## config.mk

```make
export PLATFORM = sky130hd
export DESIGN_NAME = addsub_slice_seq
export DESIGN_NICKNAME = d
export VERILOG_FILES = /design/src/rtl/addsub_slice_seq.sv
export SDC_FILE = /design/constraint.sdc
export NUM_CORES = 1
export LEC_CHECK = 0
export ABC_AREA = 1
export CAP_MARGIN = 5
export CORE_MARGIN = 8
export CORE_UTILIZATION = 30
export CTS_CLUSTER_DIAMETER = 30
export DETAILED_ROUTE_END_ITERATION = 8
export GPL_TIMING_DRIVEN = 0
export PLACE_DENSITY = 0.59
export SYNTH_ARGS = -nofsm -noshare
export SYNTH_HDL_FRONTEND = slang
export SYNTH_SLANG_ARGS = --single-unit
export TNS_END_PERCENT = 5
```

## constraint.sdc

```tcl
create_clock -name clk -period 2.96 [get_ports clk]
set_clock_uncertainty 0.2 [all_clocks]
set_input_delay 0.296 -clock clk [delete_from_list [all_inputs] [get_ports clk]]
set_output_delay 0.296 -clock clk [all_outputs]
set_load 0.02 [all_outputs]
```

## src/rtl/addsub_slice_seq.sv

```systemverilog
// Multi-cycle W-bit add/subtract sequencer: one SLICE-bit ripple slice per cycle, LSB first.
// Optional saturation on signed overflow is enabled by defining ADDSUB_SAT_EN.
module addsub_slice_seq #(
  parameter int SLICE  = 4,
  parameter int NSLICE = 4
) (
  input  logic                      clk,
  input  logic                      rst_n,
  input  logic                      in_valid_i,
  output logic                      in_ready_o,
  input  logic [SLICE*NSLICE-1:0]   in_a_i,
  input  logic [SLICE*NSLICE-1:0]   in_b_i,
  input  logic                      in_sub_i,
  output logic                      out_valid_o,
  input  logic                      out_ready_i,
  output logic [SLICE*NSLICE-1:0]   out_s_o,
  output logic                      out_cout_o,
  output logic                      out_ovf_o,
  output logic                      out_zero_o
);
  localparam int W  = SLICE * NSLICE;
  localparam int IW = (NSLICE > 1) ? $clog2(NSLICE) : 1;

  typedef enum logic [1:0] {IDLE = 2'd0, RUN = 2'd1, DONE = 2'd2} state_t;

  state_t          state_q, state_d;
  logic [W-1:0]    a_q, a_d, b_q, b_d, res_q, res_d, out_s_q, out_s_d, fin_s;
  logic            sub_q, sub_d, carry_q, carry_d;
  logic [IW-1:0]   idx_q, idx_d;
  logic            in_ready_q, in_ready_d, out_valid_q, out_valid_d;
  logic            cout_q, cout_d, ovf_q, ovf_d, zero_q, zero_d;
  logic [SLICE+1:0] slice_s;

  // Returns {carry_out, carry_into_msb, sum[SLICE-1:0]} for one add/sub slice.
  function automatic logic [SLICE+1:0] slice_add(input logic [SLICE-1:0] a,
                                                 input logic [SLICE-1:0] b,
                                                 input logic sub,
                                                 input logic cin);
    logic [SLICE-1:0] bx;
    logic [SLICE-1:0] lo;
    logic [1:0]       hi;
    bx = b ^ {SLICE{sub}};
    lo = {1'b0, a[SLICE-2:0]} + {1'b0, bx[SLICE-2:0]} + {{(SLICE-1){1'b0}}, cin};
    hi = {1'b0, a[SLICE-1]} + {1'b0, bx[SLICE-1]} + {1'b0, lo[SLICE-1]};
    return {hi[1], lo[SLICE-1], hi[0], lo[SLICE-2:0]};
  endfunction

  assign slice_s = slice_add(a_q[idx_q*SLICE +: SLICE], b_q[idx_q*SLICE +: SLICE], sub_q, carry_q);

  // Next-state and datapath control for the IDLE/RUN/DONE sequencer.
  always_comb begin
    state_d     = state_q;
    a_d         = a_q;
    b_d         = b_q;
    sub_d       = sub_q;
    carry_d     = carry_q;
    idx_d       = idx_q;
    res_d       = res_q;
    out_s_d     = out_s_q;
    cout_d      = cout_q;
    ovf_d       = ovf_q;
    zero_d      = zero_q;
    in_ready_d  = in_ready_q;
    out_valid_d = out_valid_q;
    fin_s       = res_q;
    case (state_q)
      IDLE: begin
        if (in_valid_i) begin
          a_d        = in_a_i;
          b_d        = in_b_i;
          sub_d      = in_sub_i;
          carry_d    = in_sub_i;
          idx_d      = {IW{1'b0}};
          in_ready_d = 1'b0;
          state_d    = RUN;
        end else begin
          in_ready_d = 1'b1;
        end
      end
      RUN: begin
        res_d[idx_q*SLICE +: SLICE] = slice_s[SLICE-1:0];
        carry_d = slice_s[SLICE+1];
        idx_d   = idx_q + IW'(1);
        fin_s   = res_d;
        if (idx_q == IW'(NSLICE - 1)) begin
          cout_d = slice_s[SLICE+1];
          ovf_d  = slice_s[SLICE+1] ^ slice_s[SLICE];
`ifdef ADDSUB_SAT_EN
          // Overflow direction follows operand A's sign for both add and subtract.
          if (ovf_d) begin
            fin_s = a_q[W-1] ? {1'b1, {(W-1){1'b0}}} : {1'b0, {(W-1){1'b1}}};
          end else begin
            fin_s = res_d;
          end
`endif
          out_s_d     = fin_s;
          zero_d      = (fin_s == {W{1'b0}});
          out_valid_d = 1'b1;
          state_d     = DONE;
        end else begin
          state_d = RUN;
        end
      end
      DONE: begin
        if (out_ready_i) begin
          out_valid_d = 1'b0;
          in_ready_d  = 1'b1;
          state_d     = IDLE;
        end else begin
          state_d = DONE;
        end
      end
      default: begin
        state_d     = IDLE;
        in_ready_d  = 1'b1;
        out_valid_d = 1'b0;
      end
    endcase
  end

  // State and datapath registers.
  always_ff @(posedge clk or negedge rst_n) begin
    if (!rst_n) begin
      state_q     <= IDLE;
      a_q         <= {W{1'b0}};
      b_q         <= {W{1'b0}};
      sub_q       <= 1'b0;
      carry_q     <= 1'b0;
      idx_q       <= {IW{1'b0}};
      res_q       <= {W{1'b0}};
      out_s_q     <= {W{1'b0}};
      cout_q      <= 1'b0;
      ovf_q       <= 1'b0;
      zero_q      <= 1'b0;
      in_ready_q  <= 1'b1;
      out_valid_q <= 1'b0;
    end else begin
      state_q     <= state_d;
      a_q         <= a_d;
      b_q         <= b_d;
      sub_q       <= sub_d;
      carry_q     <= carry_d;
      idx_q       <= idx_d;
      res_q       <= res_d;
      out_s_q     <= out_s_d;
      cout_q      <= cout_d;
      ovf_q       <= ovf_d;
      zero_q      <= zero_d;
      in_ready_q  <= in_ready_d;
      out_valid_q <= out_valid_d;
    end
  end

  assign in_ready_o  = in_ready_q;
  assign out_valid_o = out_valid_q;
  assign out_s_o     = out_s_q;
  assign out_cout_o  = cout_q;
  assign out_ovf_o   = ovf_q;
  assign out_zero_o  = zero_q;
endmodule

```

==> out/results.tsv <==
metric	value	unit
FILL cells	1191	
total track usage	12.20	%
Slew @ Worst Pin	475.2	ps
Required @ worst endpoint	3020	ps
leading area contributor after synthesis	dfrtp_1	
crit-path leading delay family	adder cells	
first-pass GRT wire length	15950	um
Die W	126.2	um
Final Hold Viols	0	
Die ar.	0.01592	mm^2
Buf/Inv on CP	5	
Clock Path Buffers	2	
async set or reset register ratio after synthesis	100.0	%
RSZ-0062 raised after global routing	yes	
crit path kind	flop to flop	
failing checks	setup timing	
First DRT Iteration DRCs	204	
CP max FO	7	
placed instance area	0.004436	mm^2
Final Max Slew Viols	0	
CP Capture Type	flop	
first-pass iteration count of the detailed router	4	
crit path cell chain	buf_6 -> buf_8 -> o21ai_4 -> o22ai_2 -> xor2_1 -> ha_1 -> a21oi_2 -> o21ai_4 -> fa_2 -> inv_2 -> nor2_2 -> a21oi_2 -> buf_4 -> buf_4 -> o21ai_1	
Worst Hold Class	primary input to async pin	
final setup vio count	9	
top cell type's share of synthesized area	50.84	%
Reg-to-Reg Start	idx_q[0]	
CP max-delay cell	fa_2	
Vias	3193	
VDD IR-drop max	0.0006244	V
ranking of synthesized cells by area	dfrtp_1 51%, nand2_1 20%, o21ai_0 4.9%	
WP data arrival	3210	ps
DRC violation count after routing	0	
syn avg cell area	8.112	um^2
Top FF cell, synth	dfrtp_1	
Clock Sink Count	75	
I/O pins	58	
diode count	0	
synthesized instance count	449	
Post-DRT Antenna Nets	0	
Distinct cells, synth	33	
status	complete, but fails checks	
Yosys Warn Count	0	
initial core utilization	30.58	%
DP Wirelength	6798	um
initial antenna violation count	0	
commonest cells in the netlist	190 x nand2_1, 74 x dfrtp_1, 36 x o21ai_0	
gr ovfl total	0	
cts bufs inserted	9	
overall power	6.777	mW
synthesis-to-layout area growth	37.82	%
CTS clock-pin slew for the worst setup and hold paths	60	ps
Core Util, Final	42.14	%
relative slew slack	68.32	%
WL/cell	13.72	um
CTS tree	built	
Critical Path Source	idx_q[0]	
WHS	172.4	ps
fin nets	585	
syn_nets	497	
Post-synth EDFFs	0	
CTS root buffer	clkbuf_16	
Rows	40	
CP peak stage delay	590	ps
share of cells above drive strength 1	17.34	%
Pleak	2.449	nW
vias per std cell	4.634	
Register Area	0.001879	mm^2
htree depth	3	
chip height	126.2	um
FF+latch count, synth	75	
final worst slack	-186.7	ps
port buffer count	57	
Skew-Pair Late Insertion Delay	330	ps
Period Utilization, post-route	106.3	%
maxcap violations	0	
Final GP Congestion	0.8151	
sequential fraction of the synthesis area	51.56	%
Cell Area, Synth	0.003642	mm^2
P per Cell Area	1350	mW/mm^2
area of the multi-input gates	0.001603	mm^2
final instance area	0.005020	mm^2
fmax	317.8	MHz
largest net degree at the start of global routing	59	
core area	0.01191	mm^2
drt total wl	9455	um
vias in the first global route	3340	
Tmin final	3147	ps
most frequent cell after synthesis	nand2_1	
CP Launch Type	flop	
## cells by family after synthesis
kind of cell / count (synthesis) / synth area share, %
AOI/OAI and AO/OA: 67 / 10.31
xor gates and xnor gates: 5 / 1.202
buffers and inverters: 57 / 7.179
adders and majority gates: 11 / 4.397
and+or+nand+nor: 234 / 25.35
DFF: 75 / 51.56
## power breakdown
group | switching, mW | total (mW) | internal (mW)
Combinational | 2.26 | 3.87 | 1.61
Sequential | 0.240 | 1.70 | 1.46
Clock | 0.426 | 1.21 | 0.783
Total | 2.92 | 6.78 | 3.85
## path summary, 6_finish.rpt
check	to	slack, ps	cells past startpoint
max	res_q[11]	-190	15
min	a_q[2]	170	2
max reg2reg	res_q[11]	-190	15
min reg2reg	out_s_o[15]	280	2
max in group asynchronous	in_ready_o	1790	3
min in group clk	out_s_o[15]	280	2
## routing by layer
metal  GRT usage [%]  up-vias  routed length (um)
li1                -     1588                   -
met1           15.01     1510                4363
met3           3.797       13                 456
met2           20.17       82                4516
met4           3.397        0                 118
met5               0        -                   0
## final cells by class
type / count / area share [%]
flip-flops and latches: 75 / 37.44
clock buffers: 12 / 5.110
multi-input cells: 317 / 31.93
clock inverters: 4 / 1.446
inverters: 40 / 3.141
well taps: 147 / 3.664
plain buffers: 17 / 2.517
repair buffers: 77 / 14.76
## cells in the final DEF (no fill, tap or decap), types with 7 or more instances in the layout
| master | instances |
|---|---|
| dfrtp_1 | 73 |
| nor2_1 | 21 |
| inv_1 | 32 |
| clkdlybuf4s50_1 | 56 |
| o21ai_0 | 27 |
| ha_1 | 8 |
| o21ai_1 | 9 |
| nor2_2 | 10 |
| nand2_1 | 188 |
| buf_4 | 19 |
| clkbuf_16 | 9 |
| inv_2 | 7 |
## sequential cells by signal, indices dropped and copies added (netlist names), 2 cells and up
| signal | cells |
|---|---|
| res_q | 16 |
| state_q | 2 |
| idx_q | 2 |
| out_s_o | 16 |
| a_q | 16 |
| b_q | 16 |
## per-stage QoR
step                setup slack, ps  TNS [ps]  cells
global route                 -339.0     -2327    689
CTS                          -212.3    -773.8    684
detailed placement           -581.0     -4078    654
global placement              -1234    -94490    653
finish                       -186.7    -957.8    689
floorplan                     11.67         0    449
## timing repair
action                                  in CTS  in global routing
buffers inserted                            13                  5
hold buffers                                 1                  0
endpoints found under the hold margin       74                  0
pin swaps                                   17                 13
endpoints found under the setup margin      24                 19
resized for setup                           27                 14
(Power assumes the default switching activity.)
